**config.mk**
```make
export PLATFORM = sky130hd
export DESIGN_NAME = fp16_multiplier
export DESIGN_NICKNAME = d
export VERILOG_FILES = /design/src/rtl/fp16_multiplier.sv
export SDC_FILE = /design/constraint.sdc
export NUM_CORES = 1
export LEC_CHECK = 0
export ABC_AREA = 1
export ABC_CLOCK_PERIOD_IN_PS = 2850
export CORE_UTILIZATION = 40
export DETAILED_ROUTE_END_ITERATION = 6
export GPL_TIMING_DRIVEN = 0
export SKIP_LAST_GASP = 1
export SYNTH_ARGS = -nofsm -noshare
export SYNTH_HDL_FRONTEND = slang
export SYNTH_SLANG_ARGS = --single-unit
```
**constraint.sdc**
```tcl
create_clock -name clk -period 2.85 [get_ports clk]
set_input_delay 0.57 -clock clk [delete_from_list [all_inputs] [get_ports clk]]
set_output_delay 0.57 -clock clk [all_outputs]
set_load 0.02 [all_outputs]
```
**src/rtl/fp16_multiplier.sv**
```systemverilog
// Sequential IEEE-754 half-precision multiplier: shift-add significand product (one bit per clock),
// then a single normalize/round-to-nearest-even cycle. Fixed 12-clock latency, no back-pressure.
module fp16_multiplier (
    input  logic        clk,
    input  logic        reset,
    input  logic        start,
    input  logic [15:0] A,
    input  logic [15:0] B,
    output logic [15:0] Y,
    output logic        busy,
    output logic        done
);

    typedef enum logic [1:0] {StIdle, StMul, StNorm} state_t;

    state_t             state_q;
    logic               sign_q;
    logic signed [6:0]  exp_q;
    logic [21:0]        mcand_q;
    logic [10:0]        mplier_q;
    logic [21:0]        p_q;
    logic [3:0]         cnt_q;
    logic               special_q;
    logic [15:0]        special_y_q;

    // Operand classification (subnormals count as zero).
    logic a_zero, a_inf, a_nan, b_zero, b_inf, b_nan, sign_in;
    logic               special_in;
    logic [15:0]        special_y_in;
    logic signed [6:0]  exp_sum;
    logic               accept;

    always_comb begin
        sign_in = A[15] ^ B[15];
        a_zero  = (A[14:10] == 5'd0);
        b_zero  = (B[14:10] == 5'd0);
        a_inf   = (A[14:10] == 5'h1F) && (A[9:0] == 10'd0);
        b_inf   = (B[14:10] == 5'h1F) && (B[9:0] == 10'd0);
        a_nan   = (A[14:10] == 5'h1F) && (A[9:0] != 10'd0);
        b_nan   = (B[14:10] == 5'h1F) && (B[9:0] != 10'd0);
        special_in   = 1'b1;
        special_y_in = 16'h0000;
        if (a_nan || b_nan || (a_inf && b_zero) || (b_inf && a_zero)) begin
            special_y_in = 16'h7E00;
        end else if (a_inf || b_inf) begin
            special_y_in = {sign_in, 5'h1F, 10'h000};
        end else if (a_zero || b_zero) begin
            special_y_in = {sign_in, 15'h0000};
        end else begin
            special_in = 1'b0;
        end
        exp_sum = $signed({2'b00, A[14:10]}) + $signed({2'b00, B[14:10]}) - 7'sd15;
        // The NORM edge may also accept the next pair so start held high yields a 12-cycle cadence.
        accept  = start && ((state_q == StIdle) || (state_q == StNorm));
    end

    // Normalize and round the finished product.
    logic [9:0]         mant;
    logic               guard, sticky, round_up;
    logic [10:0]        mant_r;
    logic [9:0]         mant_f;
    logic signed [6:0]  exp_n, exp_r;
    logic [15:0]        y_next;

    always_comb begin
        if (p_q[21]) begin
            mant   = p_q[20:11];
            guard  = p_q[10];
            sticky = |p_q[9:0];
            exp_n  = exp_q + 7'sd1;
        end else begin
            mant   = p_q[19:10];
            guard  = p_q[9];
            sticky = |p_q[8:0];
            exp_n  = exp_q;
        end
        round_up = guard && (sticky || mant[0]);
        mant_r   = {1'b0, mant} + {10'd0, round_up};
        if (mant_r[10]) begin
            mant_f = 10'd0;
            exp_r  = exp_n + 7'sd1;
        end else begin
            mant_f = mant_r[9:0];
            exp_r  = exp_n;
        end
        if (special_q) begin
            y_next = special_y_q;
        end else if (exp_r >= 7'sd31) begin
            y_next = {sign_q, 5'h1F, 10'h000};
        end else if (exp_r <= 7'sd0) begin
            y_next = {sign_q, 15'h0000};
        end else begin
            y_next = {sign_q, exp_r[4:0], mant_f};
        end
    end

    always_ff @(posedge clk) begin
        if (reset) begin
            state_q     <= StIdle;
            Y           <= 16'h0000;
            busy        <= 1'b0;
            done        <= 1'b0;
            cnt_q       <= 4'd0;
            sign_q      <= 1'b0;
            exp_q       <= 7'sd0;
            mcand_q     <= 22'd0;
            mplier_q    <= 11'd0;
            p_q         <= 22'd0;
            special_q   <= 1'b0;
            special_y_q <= 16'h0000;
        end else begin
            done <= 1'b0;
            unique case (state_q)
                StIdle: ;
                StMul: begin
                    if (mplier_q[0]) p_q <= p_q + mcand_q;
                    mcand_q  <= mcand_q << 1;
                    mplier_q <= mplier_q >> 1;
                    cnt_q    <= cnt_q + 4'd1;
                    if (cnt_q == 4'd10) state_q <= StNorm;
                end
                StNorm: begin
                    Y       <= y_next;
                    done    <= 1'b1;
                    busy    <= 1'b0;
                    state_q <= StIdle;
                end
                default: state_q <= StIdle;
            endcase
            if (accept) begin
                state_q     <= StMul;
                busy        <= 1'b1;
                cnt_q       <= 4'd0;
                sign_q      <= sign_in;
                exp_q       <= exp_sum;
                mcand_q     <= {11'd0, 1'b1, A[9:0]};
                mplier_q    <= {1'b1, B[9:0]};
                p_q         <= 22'd0;
                special_q   <= special_in;
                special_y_q <= special_y_in;
            end
        end
    end

endmodule
```
==> results of run 1 <==
-- worst reg2reg max path: cells and delay by family (launching register included) --
kind,cells,cell delay (ps)
compound gates,2,240
fa+ha+maj,1,170
buf+inv,4,530
flops,1,370
simple gates,12,1120
-- metrics by stage --
step,cell area [um^2],setup WS (ps),util,TNS (ps),instances
floorplan,5890,467,-,0,852
finish,6970,333,0.494,0,1101
global route,6970,5.62,0.494,0,1101
CTS,6940,91.0,0.492,0,1100
detailed placement,6630,-10.0,0.471,-27.4,1084
global placement,6630,-0.867,0.471,-0.867,1084
-- area by class of cell --
cell class	count	area [um^2]	area share
Tap cell	180	225	0.0323
Timing Repair Buffer	53	528	0.0758
Inverter	99	379	0.0544
Multi-Input combinational cell	634	3580	0.514
Clock buffer	9	225	0.0323
Sequential cell	91	1820	0.262
Clock inverter	7	76.3	0.0110
Buffer	28	128	0.0183
-- cells in the mapped netlist (3+ instances only) --
| cell | count | area share |
|---|---|---|
| o211ai_1 | 6 | 0.0076 |
| a31oi_1 | 4 | 0.0042 |
| xor2_1 | 11 | 0.016 |
| nor2_2 | 6 | 0.0064 |
| o221ai_1 | 3 | 0.0045 |
| a221oi_1 | 4 | 0.0059 |
| o21a_1 | 3 | 0.0038 |
| nand3_1 | 38 | 0.032 |
| buf_1 | 3 | 0.0019 |
| o22ai_1 | 14 | 0.015 |
| o21ai_0 | 59 | 0.050 |
| nand2_2 | 16 | 0.017 |
| clkbuf_1 | 22 | 0.014 |
| xnor2_1 | 9 | 0.013 |
| a21oi_2 | 4 | 0.0059 |
| nor2_1 | 67 | 0.043 |
| ha_1 | 35 | 0.074 |
| dfxtp_1 | 91 | 0.31 |
| a21oi_1 | 76 | 0.065 |
| nor3_1 | 22 | 0.019 |
| buf_6 | 3 | 0.0057 |
| nand4_1 | 22 | 0.023 |
| a21o_1 | 3 | 0.0038 |
| nor4_1 | 3 | 0.0032 |
| nand2_4 | 5 | 0.0096 |
| o21bai_1 | 9 | 0.011 |
| a211oi_1 | 9 | 0.011 |
| inv_1 | 93 | 0.059 |
| nand2_1 | 181 | 0.12 |
| nand3_2 | 5 | 0.0085 |
| inv_2 | 4 | 0.0025 |
| nor2_4 | 3 | 0.0057 |
-- layer usage --
metal / GRT usage / wire, um
met5: 0 / 0
met3: 0.0484 / 772
met1: 0.303 / 7880
met2: 0.380 / 7230
met4: 0.0482 / 122
-- how the worst min path moves through the flow --
| stage | startpoint | to | slack [ps] | cells after the start |
|---|---|---|---|---|
| 3_5_place_dp | sign_q | sign_q | 450 | 2 |
| 2_1_floorplan | sign_q | sign_q | 420 | 2 |
| 3_3_place_gp | sign_q | sign_q | 450 | 2 |
| 5_1_grt | sign_q | sign_q | 480 | 2 |
| 4_1_cts | sign_q | sign_q | 460 | 2 |
| 6_report | sign_q | sign_q | 460 | 2 |
-- registers in the layout, indices dropped and copies added (netlist names) --
signal	count
special_y_q	3
exp_q	7
cnt_q	4
mcand_q	22
busy	1
mplier_q	11
Y	16
state_q	2
special_q	1
p_q	22
done	1
sign_q	1
-- power by group through the flow --
stage	clock network [uW]	logic [uW]	registers (uW)
floorplan	0	412	1410
global placement	0	595	1430
detailed placement	0	597	1430
CTS	1260	600	1400
global route	1310	681	1410
finish	1230	603	1400
-- repair_timing --
| item | in CTS | in global routing |
|---|---|---|
| resized for setup | 0 | 7 |
| endpoints found under the hold margin | 0 | 0 |
| endpoints found under the setup margin | 0 | 15 |
| buffers inserted | 0 | 1 |
-- cells by family (layout without fill, tap and decap cells) --
family | count (synthesis) | after routing | share of synthesized area
buf+inv | 127 | 196 | 0.0858
xor+xnor | 20 | 20 | 0.0297
simple gates | 376 | 376 | 0.297
compound gates | 201 | 201 | 0.197
flops | 91 | 91 | 0.309
fa+ha+maj | 37 | 37 | 0.0812
==> flow_metrics.env, run 1 <==
export IMPL_outcome="finished, final reports clean"
export IMPL_drt_first_pass_iters=5
export IMPL_period_needed_ps=2520
export IMPL_area_growth_pct=18.3
export IMPL_dp_hpwl_um=12500
export IMPL_crit_type="reg -> reg"
export IMPL_diodes=0
export IMPL_core_um2=14100
export IMPL_hold_viol_final=0
export IMPL_p_int_uw=2250
export IMPL_slowest_stage="dfxtp_2"
export IMPL_power_density_nw_per_um2=464
export IMPL_die_w_um=123
export IMPL_setup_worst_path_end="Y[1]"
export IMPL_critical_path_arrival_ps=2800
export IMPL_cp_num_buf_inv=4
export IMPL_cpMostUsedCell="nand2_1"
export IMPL_grt_overflow=0
export IMPL_cp_max_fo=10
export IMPL_syn_area_um2=5890
export IMPL_r2r_end="Y[1]"
export IMPL_ctsHoldBuffers=0
export IMPL_slew_violations=0
export IMPL_grt_max_degree=17
export IMPL_die_y_um=123
export IMPL_grt_pass1_wl_um=26700
export IMPL_numPortBuffers=52
export IMPL_cts_buffers=9
export IMPL_swShare=0.304
export IMPL_dr_first_iter_drc_count=391
export IMPL_grt_pass1_vias=5408
export IMPL_ios=53
export IMPL_n_fill_cell=1477
export IMPL_cpPeakStageDelay_ps=370
export IMPL_reg2reg_from="p_q[21]"
export IMPL_clock_sinks=91
export IMPL_required_ps=3130
export IMPL_path_delay_family="simple AND/OR/NAND/NOR gates"
export IMPL_clk_latency_ps=360
export IMPL_start_kind="register"
export IMPL_rows=43
export IMPL_wl_um=16000
export IMPL_synthCells=852
export IMPL_end_kind="register"
export IMPL_ys_seq_elements=91
export IMPL_num_vias=5720
export IMPL_p_total_uw=3230
export IMPL_fmax_mhz=397
export IMPL_pwr_share_comb=0.187
export IMPL_ys_async_sr_fraction=0
export IMPL_ys_warn_count=0
export IMPL_crit_cells=19
export IMPL_die_area_um2=15200
export IMPL_cap_violations=0
export IMPL_hold_class="reg -> reg"
export IMPL_worstSetupStartpoint="p_q[21]"
export IMPL_ant_nets=0
export IMPL_r2r_slack_ps=330
export IMPL_clkTransAtPathRegs_ps=70
export IMPL_crit_chain="buf_6, buf_6, nand2_1, o21ai_1, nand2_1, inv_1, ha_4, nand3_4, nor2_8, nand2_4, nor2_2, nand3_1, nand2_1, nand2_2, clkinv_4, nand2_2, nand2_4, nand4_1, a21oi_1"
export IMPL_clockBufferDepth=2
export IMPL_reg2reg_depth=19
export IMPL_p_clk_frac=0.381
export IMPL_drc=0
export IMPL_syn_avg_cell_area_um2=6.91
export IMPL_start_util=0.418
export IMPL_switchingPower_uw=983
export IMPL_fin_nets=988
export IMPL_avgViaCountPerCell=5.20
export IMPL_cts_tree="done"
export IMPL_slew_headroom=0.469
export IMPL_cts_root_buf="clkbuf_16"
export IMPL_worstMarginPinSlew_ps=796
export IMPL_synth_ff_type="dfxtp_1"
export IMPL_final_setup_viol_count=0
export IMPL_ir_drop_v=0.000264
export IMPL_layout_common_cells="nand2_1 (181), inv_1 (93), dfxtp_1 (90), a21oi_1 (76), nor2_1 (67)"
export IMPL_place_gp_congestion=0.915
export IMPL_rsz0062_at_grt="false"
export IMPL_syn_nets=924
export IMPL_drive_above_1_share=0.0782
export IMPL_antenna_found_initial=0
export IMPL_fin_skew_ps=8.45
export IMPL_finalCritPeriodShare=0.883
export IMPL_yosysUniqueCellTypes=44
export IMPL_final_common_cell="nand2_1"
export IMPL_fin_hold_ws_ps=460
export IMPL_ys_seq_area_frac=0.309
export IMPL_wl_per_cell_um=14.5
export IMPL_pwr_share_seq=0.432
export IMPL_synth_edf_count=0
export IMPL_track_usage=0.229
export IMPL_h_tree_depth=3
export IMPL_p_leak_uw=0.00307
Power figures use the tool's default switching activity.
==> run 2, diff against run 1 <==
--- a/config.mk
+++ b/config.mk
@@ -9,6 +9,7 @@
 export ABC_CLOCK_PERIOD_IN_PS = 2850
 export CORE_UTILIZATION = 40
 export DETAILED_ROUTE_END_ITERATION = 6
+export DONT_BUFFER_PORTS = 1
 export GPL_TIMING_DRIVEN = 0
 export SKIP_LAST_GASP = 1
 export SYNTH_ARGS = -nofsm -noshare
==> run 2 against run 1 <==
  * Sequential share of layout area rose by 2.1 points
  * Count of clock-buffer cells in the layout rose by 1
  * Worst hold slack got worse by 37 ps
  * Register-to-register slack got worse by 50 ps
  * Worst setup slack got worse by 53 ps
  * Global-route usage fell by 0.56 points
  * Combinational power fell by 10%
  * Non-clock buffer count fell by 53
  * Largest cell class unchanged
==> flow_metrics.env, run 2 (same netlist as run 1, synthesis figures left out) <==
export IMPL_top_layer="met4"
export IMPL_met1_length_um=7670
export IMPL_crit_chain="ha_1, inv_1, fa_1, inv_1, nand3_1, nand2_1, a21oi_1, o21ai_1, a21oi_1, o21ai_0, nor2_1, o21bai_1, inv_1"
export IMPL_outcome="finished, final reports clean"
export IMPL_die_y_um=123
export IMPL_r2r_end="p_q[16]"
export IMPL_p_leak_uw=0.00288
export IMPL_clk_latency_ps=350
export IMPL_finalCritPeriodShare=0.902
export IMPL_crit_type="reg -> reg"
export IMPL_hold_viol_final=0
export IMPL_ios=53
export IMPL_slowest_stage="fa_1"
export IMPL_placed_cells=1032
export IMPL_p_total_uw=3200
export IMPL_drc=0
export IMPL_fin_nets=935
export IMPL_min_from="A[0]"
export IMPL_h_tree_depth=3
export IMPL_grt_overflow=0
export IMPL_cts_buffers=9
export IMPL_core_um2=14100
export IMPL_avgViaCountPerCell=5.27
export IMPL_final_common_cell="nand2_1"
export IMPL_period_needed_ps=2570
export IMPL_rsz0062_at_grt="false"
export IMPL_ctsHoldBuffers=0
export IMPL_worstMarginPinSlew_ps=851
export IMPL_ant_nets=0
export IMPL_wl_met3_um=756
export IMPL_reg2reg_from="p_q[0]"
export IMPL_grt_pass1_vias=5225
export IMPL_final_setup_viol_count=0
export IMPL_drive_above_1_share=0.0818
export IMPL_r2r_slack_ps=280
export IMPL_diodes=0
export IMPL_cts_setup_buffers=0
export IMPL_wl_um=15500
export IMPL_clock_sinks=91
export IMPL_hold_class="in -> reg"
export IMPL_tns_ps=0
export IMPL_required_ps=3100
export IMPL_power_density_nw_per_um2=497
export IMPL_end_kind="register"
export IMPL_worstSetupStartpoint="p_q[0]"
export IMPL_dr_first_iter_drc_count=355
export IMPL_dp_hpwl_um=12000
export IMPL_largest_registers="mcand_q (22), p_q (22), Y (16)"
export IMPL_start_kind="register"
export IMPL_track_usage=0.223
export IMPL_antenna_found_initial=0
export IMPL_fin_skew_ps=5.83
export IMPL_num_vias=5526
export IMPL_clockBufferDepth=2
export IMPL_layout_common_cells="nand2_1 (181), inv_1 (93), dfxtp_1 (90), a21oi_1 (76), nor2_1 (67)"
export IMPL_clkTransAtPathRegs_ps=70
export IMPL_wl_per_cell_um=14.8
export IMPL_die_area_um2=15200
export IMPL_area_growth_pct=9.50
export IMPL_grt_max_degree=17
export IMPL_cpPeakStageDelay_ps=400
export IMPL_cap_violations=0
export IMPL_slew_violations=0
export IMPL_ir_drop_v=0.000411
export IMPL_multiInputGateArea_um2=3580
export IMPL_wl_met2_um=6840
export IMPL_fmax_mhz=389
export IMPL_n_fill_cell=1509
export IMPL_start_util=0.418
export IMPL_die_w_um=123
export IMPL_critical_path_arrival_ps=2820
export IMPL_regArea_um2=1820
export IMPL_cts_root_buf="clkbuf_16"
export IMPL_slew_headroom=0.433
export IMPL_whs_path_depth=2
export IMPL_cts_tree="done"
export IMPL_reg2reg_depth=13
export IMPL_numPortBuffers=0
export IMPL_cpMostUsedCell="inv_1"
export IMPL_grt_pass1_wl_um=26000
export IMPL_cts_resized=0
export IMPL_fin_cells=1048
export IMPL_place_gp_congestion=0.911
export IMPL_rows=43
export IMPL_hold_end="mcand_q[0]"
export IMPL_drt_first_pass_iters=5
export IMPL_cp_max_fo=4
run 2: cell types whose count changed in the layout (fill, tap and decap cells not counted):
cell             delta
clkbuf_8            +1
inv_6               +1
buf_4               -1
clkinvlp_4          -1
clkinv_2            -1
clkdlybuf4s50_1    -52
run 2: how the worst max path moves through the flow:
stage | to | slack [ps] | cells after the start
2_1_floorplan | Y[7] | 470 | 17
3_3_place_gp | Y[3] | 130 | 18
6_report | p_q[16] | 280 | 13
3_5_place_dp | Y[7] | 130 | 18
5_1_grt | Y[7] | 30 | 19
4_1_cts | Y[7] | 120 | 18
run 2: power breakdown:
group	total [uW]	switching, uW	internal (uW)
clock	1260	549	713
combinational	541	361	180
sequential	1400	56.7	1340
total	3200	967	2240
run 2: stage by stage:
stage               worst slack (ps)   util  hold WS, ps  area [um^2]
detailed placement               128  0.434          435         6110
finish                           279  0.457          422         6450
global placement                 129  0.434          438         6110
CTS                              120  0.456          404         6420
floorplan                        467      -          422         5890
global route                    25.5  0.457          404         6450
run 2: layer usage:
metal | up-vias | track usage
met2 | 130 | 0.361
met3 | 21 | 0.0517
met1 | 2489 | 0.294
met4 | 0 | 0.0633
li1 | 2886 | -
met5 | - | 0
run 2: worst max-delay path: cells and delay by family (launching register included):
kind,cells,cell delay [ps]
AO/OA/AOI/OAI,5,980
adder cells (fa/ha/maj),2,580
AND/OR/NAND/NOR,3,300
buffers and inverters,3,250
flip-flops,1,360
run 2: cell type report:
class,count,share of cell area
inverters,99,0.0588
well taps,180,0.0349
multi-input cells,634,0.555
clock buffers,10,0.0371
flip-flops and latches,91,0.283
clock inverters,6,0.0113
plain buffers,28,0.0198
==> run 3, diff against run 2 <==
==> constraint.sdc (replaced) <==
create_clock -name clk -period 2.85 [get_ports clk]
set_input_delay 0.285 -clock clk [delete_from_list [all_inputs] [get_ports clk]]
set_output_delay 0.285 -clock clk [all_outputs]
set_load 0.02 [all_outputs]
==> results of run 3 <==
Same layout as run 2 (identical final DEF). Status: finished, final reports clean.
Among the figures that moved: hold slack 422 ps -> 137 ps
